<file path="config.mk">
export PLATFORM = sky130hd
export DESIGN_NAME = bus_rr_arbiter
export DESIGN_NICKNAME = d
export VERILOG_FILES = /design/src/rtl/bus_arb_pkg.sv /design/src/rtl/rr_priority_pick.sv /design/src/rtl/bus_rr_arbiter.sv
export SDC_FILE = /design/constraint.sdc
export NUM_CORES = 1
export LEC_CHECK = 0
export BUFFER_PORTS_ARGS = -buffer_cell sky130_fd_sc_hd__buf_2
export CAP_MARGIN = 10
export CORE_UTILIZATION = 45
export CTS_BUF_LIST = sky130_fd_sc_hd__clkbuf_4
export DETAILED_ROUTE_END_ITERATION = 7
export PLACE_DENSITY = 0.73
export SLEW_MARGIN = 20
export SYNTH_ARGS = -nofsm -noshare
export SYNTH_HDL_FRONTEND = slang
export SYNTH_SLANG_ARGS = --single-unit
</file>
<file path="constraint.sdc">
create_clock -name clk -period 2.46 [get_ports clk]
set_input_delay 0.738 -clock clk [delete_from_list [all_inputs] [get_ports clk]]
set_output_delay 0.738 -clock clk [all_outputs]
set_load 0.02 [all_outputs]
</file>
<file path="src/rtl/bus_arb_pkg.sv">
// rtl/bus_arb_pkg.sv - shared types, limits and helpers for the round-robin bus arbiter
// Purpose : FSM state encoding, master-count limit and the id-width helper used by
//           bus_rr_arbiter and rr_priority_pick.
// Ports   : none (package)
package bus_arb_pkg;

  localparam int MAX_MASTERS = 8;

  typedef enum logic [1:0] {
    ST_IDLE    = 2'd0,
    ST_GRANT   = 2'd1,
    ST_RELEASE = 2'd2
  } arb_state_t;

  // Width of a master index; never less than one bit so a 2-master bus still has an id.
  function automatic int clog2_min1(input int n);
    return (n <= 2) ? 1 : $clog2(n);
  endfunction

endpackage

</file>
<file path="src/rtl/rr_priority_pick.sv">
// rtl/rr_priority_pick.sv - combinational rotating priority encoder
// Purpose : picks the first set request bit, searching upward from the master after
//           last_ptr and wrapping at NUM_MASTERS-1 -> 0.
// Ports   : req      in  NUM_MASTERS  request vector
//           last_ptr in  IDW          index of the most recently released master
//           pick     out NUM_MASTERS  one-hot winner (zero when nobody requests)
//           pick_id  out IDW          index of the winner (zero when nobody requests)
//           any      out 1            at least one request is set
module rr_priority_pick
  import bus_arb_pkg::*;
#(
  parameter int NUM_MASTERS = 3,
  localparam int IDW = clog2_min1(NUM_MASTERS)
) (
  input  logic [NUM_MASTERS-1:0] req,
  input  logic [IDW-1:0]         last_ptr,
  output logic [NUM_MASTERS-1:0] pick,
  output logic [IDW-1:0]         pick_id,
  output logic                   any
);

  always_comb begin
    int idx;
    logic [NUM_MASTERS-1:0] shifted;
    pick    = '0;
    pick_id = '0;
    any     = 1'b0;
    idx     = 0;
    shifted = '0;
    // Offsets 1..N visit every master once, the last_ptr master itself last,
    // which gives the just-released master the lowest priority.
    for (int k = 1; k <= NUM_MASTERS; k++) begin
      idx = int'(last_ptr) + k;
      if (idx >= NUM_MASTERS) idx = idx - NUM_MASTERS;
      shifted = req >> idx;
      if (!any && shifted[0]) begin
        any     = 1'b1;
        pick    = NUM_MASTERS'(1) << idx;
        pick_id = IDW'(idx);
      end
    end
  end

endmodule

</file>
<file path="src/rtl/bus_rr_arbiter.sv">
// rtl/bus_rr_arbiter.sv - round-robin bus arbiter with transaction-locked grants
// Purpose : grants the shared bus to one master at a time, holds the grant until the
//           owner strobes done or drops req, inserts one dead cycle between grants,
//           and rotates priority so the last owner goes to the back of the line.
//           Optional watchdog (macro BUS_ARB_TIMEOUT_EN) forces release after
//           TIMEOUT_CYCLES grant cycles and pulses timeout_err.
// Ports   : clk         in  1            clock, rising edge
//           reset       in  1            asynchronous active-high reset
//           req         in  NUM_MASTERS  level request per master
//           done        in  NUM_MASTERS  one-cycle end-of-transaction strobe per master
//           gnt         out NUM_MASTERS  registered one-hot grant
//           gnt_id      out IDW          index of granted master, 0 when idle
//           bus_busy    out 1            any grant bit set
//           timeout_err out 1            one-cycle watchdog release pulse
module bus_rr_arbiter
  import bus_arb_pkg::*;
#(
  parameter int NUM_MASTERS    = 3,
  parameter int TIMEOUT_CYCLES = 16,
  localparam int IDW = clog2_min1(NUM_MASTERS)
) (
  input  logic                   clk,
  input  logic                   reset,
  input  logic [NUM_MASTERS-1:0] req,
  input  logic [NUM_MASTERS-1:0] done,
  output logic [NUM_MASTERS-1:0] gnt,
  output logic [IDW-1:0]         gnt_id,
  output logic                   bus_busy,
  output logic                   timeout_err
);

  if (NUM_MASTERS < 2 || NUM_MASTERS > MAX_MASTERS) begin : g_bad_num_masters
    $error("bus_rr_arbiter: NUM_MASTERS out of range");
  end
  if (TIMEOUT_CYCLES < 2) begin : g_bad_timeout
    $error("bus_rr_arbiter: TIMEOUT_CYCLES must be at least 2");
  end

  arb_state_t             state, state_n;
  logic [NUM_MASTERS-1:0] gnt_n;
  logic [IDW-1:0]         gnt_id_n;
  logic                   bus_busy_n;
  logic                   timeout_err_n;
  logic [IDW-1:0]         last_ptr, last_ptr_n;

  logic [NUM_MASTERS-1:0] pick;
  logic [IDW-1:0]         pick_id;
  logic                   pick_any;

  // Only the current owner's strobes matter; everyone else is ignored while locked.
  logic owner_done;
  logic owner_req;
  assign owner_done = |(done & gnt);
  assign owner_req  = |(req & gnt);

`ifdef BUS_ARB_TIMEOUT_EN
  localparam int HCW = $clog2(TIMEOUT_CYCLES);
  logic [HCW-1:0] hold_cnt, hold_cnt_n;
`endif

  rr_priority_pick #(
    .NUM_MASTERS (NUM_MASTERS)
  ) u_pick (
    .req      (req),
    .last_ptr (last_ptr),
    .pick     (pick),
    .pick_id  (pick_id),
    .any      (pick_any)
  );

  always_ff @(posedge clk or posedge reset) begin
    if (reset) begin
      state       <= ST_IDLE;
      gnt         <= '0;
      gnt_id      <= '0;
      bus_busy    <= 1'b0;
      timeout_err <= 1'b0;
      last_ptr    <= IDW'(NUM_MASTERS - 1);
`ifdef BUS_ARB_TIMEOUT_EN
      hold_cnt    <= '0;
`endif
    end else begin
      state       <= state_n;
      gnt         <= gnt_n;
      gnt_id      <= gnt_id_n;
      bus_busy    <= bus_busy_n;
      timeout_err <= timeout_err_n;
      last_ptr    <= last_ptr_n;
`ifdef BUS_ARB_TIMEOUT_EN
      hold_cnt    <= hold_cnt_n;
`endif
    end
  end

  always_comb begin
    state_n       = state;
    gnt_n         = gnt;
    gnt_id_n      = gnt_id;
    bus_busy_n    = bus_busy;
    timeout_err_n = 1'b0;
    last_ptr_n    = last_ptr;
`ifdef BUS_ARB_TIMEOUT_EN
    hold_cnt_n    = hold_cnt;
`endif

    case (state)
      // The dead cycle arbitrates exactly like idle; last_ptr already points at
      // the master that just released.
      ST_IDLE, ST_RELEASE: begin
        if (pick_any) begin
          state_n    = ST_GRANT;
          gnt_n      = pick;
          gnt_id_n   = pick_id;
          bus_busy_n = 1'b1;
`ifdef BUS_ARB_TIMEOUT_EN
          hold_cnt_n = '0;
`endif
        end else begin
          state_n    = ST_IDLE;
          gnt_n      = '0;
          gnt_id_n   = '0;
          bus_busy_n = 1'b0;
        end
      end

      ST_GRANT: begin
        // done and abandon in the same cycle are one release; a done that lands on
        // the watchdog expiry edge wins and suppresses the error.
        if (owner_done || !owner_req) begin
          state_n    = ST_RELEASE;
          gnt_n      = '0;
          gnt_id_n   = '0;
          bus_busy_n = 1'b0;
          last_ptr_n = gnt_id;
        end
`ifdef BUS_ARB_TIMEOUT_EN
        else if (hold_cnt == HCW'(TIMEOUT_CYCLES - 1)) begin
          state_n       = ST_RELEASE;
          gnt_n         = '0;
          gnt_id_n      = '0;
          bus_busy_n    = 1'b0;
          last_ptr_n    = gnt_id;
          timeout_err_n = 1'b1;
        end else begin
          hold_cnt_n = hold_cnt + 1'b1;
        end
`endif
      end

      default: begin
        state_n    = ST_IDLE;
        gnt_n      = '0;
        gnt_id_n   = '0;
        bus_busy_n = 1'b0;
      end
    endcase
  end

endmodule

</file>
Word-level counts from Yosys, hierarchy flattened
Index checks and enable logic that the tools add are counted.
{"block": "word_totals", "register_bits": 10, "in_bits": 8, "output_inout_bits": 7, "wordCells": 60}
{"block": "classes", "add_sub_neg": 6, "n_lt_le_gt_ge": 3, "eq_ne": 3, "shift": 6, "muxes": 24, "bitwise_logic": 2, "n_reduce_logical": 11}
{"op": "$ge A32 B3 Y1 const B", "n": 3}
{"op": "$mux W32", "n": 3}
{"op": "$shl A1 B32 Y3 const A", "n": 3}
{"op": "$shr A3 B32 Y1", "n": 3}
{"op": "$sub A32 B3 Y32 const B", "n": 3}
{"op": "$mux W3", "n": 5}
{"op": "$mux W2", "n": 6}
{"op": "$pmux W2 S2", "n": 2}
{"op": "$add A2 B2 Y3 const B", "n": 2}
{"op": "$and A3 B3 Y3", "n": 2}
{"op": "$mux W1", "n": 6}
{"op": "$pmux W3 S2", "n": 1}
{"op": "$reduce_or A3 Y1", "n": 2}
{"op": "$add A2 B1 Y3 const B", "n": 1}
{"op": "$logic_not A1 Y1", "n": 3}
{"op": "$eq A2 B1 Y1 const B", "n": 1}
{"op": "$eq A2 B2 Y1 const B", "n": 1}
{"op": "$logic_and A1 B1 Y1", "n": 2}
{"op": "$logic_not A2 Y1", "n": 1}
{"op": "$ne A2 B2 Y1 const B", "n": 1}
{"op": "$pmux W1 S2", "n": 1}
{"op": "$reduce_and A2 Y1", "n": 1}
{"op": "$reduce_or A2 Y1", "n": 1}
{"op": "$logic_or A1 B1 Y1", "n": 1}

Depth between registers and ports, before layout
{"block": "depth", "ltp_word": 13, "depth_mapped": 8, "mapped_depth_nobuf": 8}

By module
From an unflattened synthesis, not the netlist that was laid out.
{"block": "unflattened", "cells_unflattened": 87, "hier_area_um2": 857.1}
{"module": "rr_priority_pick", "instances": 1, "cells_each": 56, "area_each_um2": 435.4, "seq_area_each_um2": 0.0}
{"module": "bus_rr_arbiter", "instances": 1, "cells_each": 31, "area_each_um2": 421.7, "seq_area_each_um2": 251.5}

Least setup slack after synthesis
No wires, ideal clock.
{"block": "synth_path", "path_kind": "register -> register", "start": "register last_ptr[1]", "end": "register gnt[1]", "setup_time_ns": 0.121, "arrival_ns": 2.226, "required_time_ns": 2.339, "path_slack_ns": 0.113, "stages_incl_launch_ff": 9, "n_path_buf": 1, "path_cell_list": "dfstp_2 -> inv_1 -> ha_1 -> buf_6 -> nor3b_1 -> nor4_2 -> a21boi_2 -> a221o_1 -> a22o_1"}
{"block": "synth_between", "elab_chain_cells": 13, "elab_cells_between_ends": 30, "cone_classes": "add/sub: 6; order compare: 3; shift: 6; mux: 11; reduce/logical: 4"}
{"element": "from (decl)", "line": "bus_rr_arbiter.sv:44", "text": "logic [IDW-1:0] last_ptr, last_ptr_n;"}
{"element": "from (signal assigned)", "line": "bus_rr_arbiter.sv:78", "text": "last_ptr <= IDW'(NUM_MASTERS - 1);"}
{"element": "from (signal assigned)", "line": "bus_rr_arbiter.sv:88", "text": "last_ptr <= last_ptr_n;"}
{"element": "$add A2 B1 Y3", "line": "rr_priority_pick.sv:33", "text": "idx = int'(last_ptr) + k;"}
{"element": "$sub A32 B3 Y32 or $ge A32 B3 Y1 (tied branches)", "line": "rr_priority_pick.sv:34", "text": "if (idx >= NUM_MASTERS) idx = idx - NUM_MASTERS;"}
{"element": "$mux W32", "line": "rr_priority_pick.sv:34"}
{"element": "$shr A3 B32 Y1", "line": "rr_priority_pick.sv:35", "text": "shifted = req >> idx;"}
{"element": "$mux W1", "line": "rr_priority_pick.sv:36", "text": "if (!any && shifted[0]) begin"}
{"element": "$logic_not A1 Y1", "line": "rr_priority_pick.sv:36"}
{"element": "$logic_and A1 B1 Y1", "line": "rr_priority_pick.sv:36"}
{"element": "$mux W1", "line": "rr_priority_pick.sv:36"}
{"element": "$logic_not A1 Y1", "line": "rr_priority_pick.sv:36"}
{"element": "$logic_and A1 B1 Y1", "line": "rr_priority_pick.sv:36"}
{"element": "$mux W3 or $mux W1 (tied branches)", "line": "rr_priority_pick.sv:36"}
{"element": "$mux W3 *", "line": "bus_rr_arbiter.sv:110", "text": "if (pick_any) begin"}
{"element": "$pmux W3 S2 *", "line": "bus_rr_arbiter.sv:106", "text": "case (state)"}
{"element": "to (signal assigned)", "line": "bus_rr_arbiter.sv:84", "text": "gnt <= gnt_n;"}
{"element": "to (decl)", "line": "bus_rr_arbiter.sv:26", "text": "output logic [NUM_MASTERS-1:0] gnt,"}
Every way passes the cells marked *; elsewhere a longest branch is shown, timed or not.
A chain may end at the register's enable or synchronous reset.

Worst setup path in the final report
Same ends and word-level chain as after synthesis.

==> flow_summary_export.csv <==
group,metric,value,unit
cts,clkSinkCount,9,
detailed_routing,wl_met1,689,um
detailed_routing,drt_iter0_markers,29,
detailed_routing,ant_nets,0,
detailed_routing,dr.pass1.iters,4,
synthesis,yosysSeqAreaShare,30.0,%
global_routing,grt_pass1_vias,617,
power,p_leak,0.435,nW
timing,drv_slew,0,
power,irDropWorstVdd,0.615,mV
floorplan,core_area,0.00154,mm2
global_routing,gr-total-overflow,0,
timing,final-setup-viol-count,0,
placed_design,post-place-ws,0.0875,ns
cts,clock_path_buffers,2,
detailed_routing,wl_met2,833,um
synthesis,syn_area_per_cell,10.1,um2
cells_and_area,layout_common_cells,"13 x buf_2, 8 x inv_1, 8 x ha_1, 8 x dfrtp_1, 5 x nor2_1",
power,power.share.sequential,21.1,%
cts,cts_max_level,1,
cells_and_area,drive_gt1_share,33.0,%
floorplan,num_io_pins,15,
detailed_routing,wl_met3,126,um
job,maxCapViolCount,0,
cts,numCtsBuffers,3,
global_routing,grt_pass1_wl,2720,um
floorplan,rows,14,
worst_setup_path,path_class,"register to register",
placed_design,port_buffers,13,
global_routing,antenna_found_initial,0,
cells_and_area,antenna_cells,0,
global_routing,grt_max_degree,11,
timing,fin_skew,0.00642,ns
detailed_routing,wirelength,1650,um
cells_and_area,syn_to_final_growth,17.1,%
synthesis,synth_area,756,um2
placed_design,gp_congestion,0.845,
cts,root_buffer,"clkbuf_4",
synthesis,yosys_warnings,0,
worst_setup_path,cp.required,2.61,ns
cells_and_area,n_fill_cell,141,
power,power.share.combinational,68.6,%
timing,fmax,0.434,GHz
placed_design,place_area,845,um2
worst_setup_path,crit_fanout,10,
synthesis,netlist_instances,75,
cts,clk_pin_slew,0.06,ns
detailed_routing,drc,0,
cells_and_area,final_nets,112,
timing,setup_tns,0,ns
cells_and_area,stdcell_area,885,um2
power,power.density,1380,mW/mm2
power,p_sw,0.542,mW
detailed_routing,route.vias.total,665,
worst_setup_path,arrival,2.46,ns
synthesis,syn_nets,92,
cts,cts_tree,"yes",
power,power_frac_clock,10.3,%
cts,clock_latency,0.26,ns
floorplan,start_util,49.0,%
cts,cts_hold_buffers,0,
timing,period_minus_slack,2.30,ns
worst_setup_path,startpoint_type,"register",
timing,finalCritPeriodShare,93.7,%
detailed_routing,routed.top_layer,"met3",
floorplan,die_x,43.0,um
floorplan,die_area,0.00185,mm2
power,swShare,44.5,%
timing,grt_setup_unrepaired,"no",
worst_setup_path,worst_setup_path_end_kind,"register",
hold_path,min_path_type,"primary input to async pin",
power,p_int,0.676,mW
cells_and_area,layout_commonest_cell,"buf_2",
detailed_routing,wire_per_inst,15.0,um
floorplan,die_y,43.0,um
timing,hold_viol,0,
detailed_routing,vias_per_cell,6.05,
placed_design,dp_hpwl,1280,um
synthesis,synth_cell_types,35,
global_routing,grt_usage,19.7,%
synthesis,synth.ff_latch_count,9,
timing,setup_slack,0.156,ns
status,status,"completed",
-- cell usage after synthesis (all sizes together) --
master	instances	area, um2
nor3	1	5.00
a22o	4	35.0
o21ai	1	5.00
a21boi	2	18.8
dfrtp	8	200
mux2i	2	20.0
nor3b	2	15.0
a211oi	1	7.51
o21bai	1	7.51
and3	1	6.26
a221o	3	30.0
o31ai	1	7.51
nand2b	1	6.26
a211o	1	8.76
inv	8	30.0
nand3	1	5.00
or4	1	11.3
dfstp	1	26.3
a221oi	1	8.76
mux2	4	48.8
nand2	3	11.3
conb	1	3.75
o21a	1	7.51
buf	2	18.8
ha	9	113
nand3b	1	7.51
o31a	1	8.76
nor4	1	12.5
a21oi	4	31.3
nor2	5	18.8
a222oi	2	20.0
-- per-stage QoR --
stage          hold WS [ns]  power, mW  utilization [%]  cells
2_1_floorplan         0.543      0.896                -     75
3_3_place_gp          0.514       1.04             54.8    105
3_5_place_dp          0.528       1.06             54.8    105
4_1_cts               0.440       1.19             56.7    109
5_1_grt               0.455       1.31             57.4    110
6_report              0.434       1.22             57.4    110
-- final timing paths --
path | from | to | slack [ns] | depth (start not counted)
worst min register to register | gnt[0]$_DFFE_PP0P_ | gnt[0]$_DFFE_PP0P_ | 0.53 | 2
min in group clk | gnt[0]$_DFFE_PP0P_ | gnt[0]$_DFFE_PP0P_ | 0.53 | 2
worst min-delay path | reset | gnt_id[0]$_DFFE_PP0P_ | 0.43 | 2
worst max-delay path | last_ptr[1]$_DFFE_PP1P_ | gnt[1]$_DFFE_PP0P_ | 0.16 | 7
worst max register to register | last_ptr[1]$_DFFE_PP1P_ | gnt[1]$_DFFE_PP0P_ | 0.16 | 7
max in group asynchronous | reset | last_ptr[1]$_DFFE_PP1P_ | 1.71 | 2
-- routing by layer --
metal | up-vias | GRT usage (%)
met5 | - | 0
met1 | 324 | 25.0
met2 | 27 | 33.0
met4 | 0 | 1.82
met3 | 0 | 7.66
li1 | 314 | -
-- worst max-delay path, stage by stage, from the launching register on --
cell	delay [ns]
dfstp_2	0.52
inv_1	0.08
ha_2	0.44
nor3b_1	0.31
or4_4	0.23
a21oi_4	0.05
a221o_1	0.36
a22o_1	0.20
-- cell families (layout without fill, tap and decap cells) --
kind of cell	Yosys count	in the layout	synth area share, %
buffers and inverters	10	29	6.46
muxes	6	6	9.11
and+or+nand+nor	17	17	13.1
AOI/OAI and AO/OA	23	23	26.0
adders and majority gates	9	9	14.9
DFF	9	9	30.0
other	1	1	0.496
-- layout make-up --
class / instances / area (um2) / share of cell area (%)
Clock buffer: 4 / 30.0 / 3.39
Multi-Input combinational cell: 56 / 483 / 54.6
Tap cell: 16 / 20.0 / 2.26
Timing Repair Buffer: 17 / 95.1 / 10.7
Sequential cell: 9 / 226 / 25.6
Inverter: 8 / 30.0 / 3.39
-- repair_timing --
item                                    CTS  global route
endpoints found under the setup margin    0             5
setup buffers                             0             1
endpoints found under the hold margin     0             0
resized for setup                         0             1
-- flip-flops by register name, summed over array words and instances, names as in the netlist --
name      cells
gnt_id        2
gnt           3
last_ptr      2
state         2
-- power by group through the flow --
stage | combinational [mW] | clock (mW) | sequential [mW]
finish | 0.836 | 0.125 | 0.258
CTS | 0.805 | 0.129 | 0.258
floorplan | 0.586 | 0 | 0.310
global placement | 0.781 | 0 | 0.257
detailed placement | 0.798 | 0 | 0.261
global route | 0.910 | 0.136 | 0.265
No activity file was read; power rests on OpenSTA's default activity.
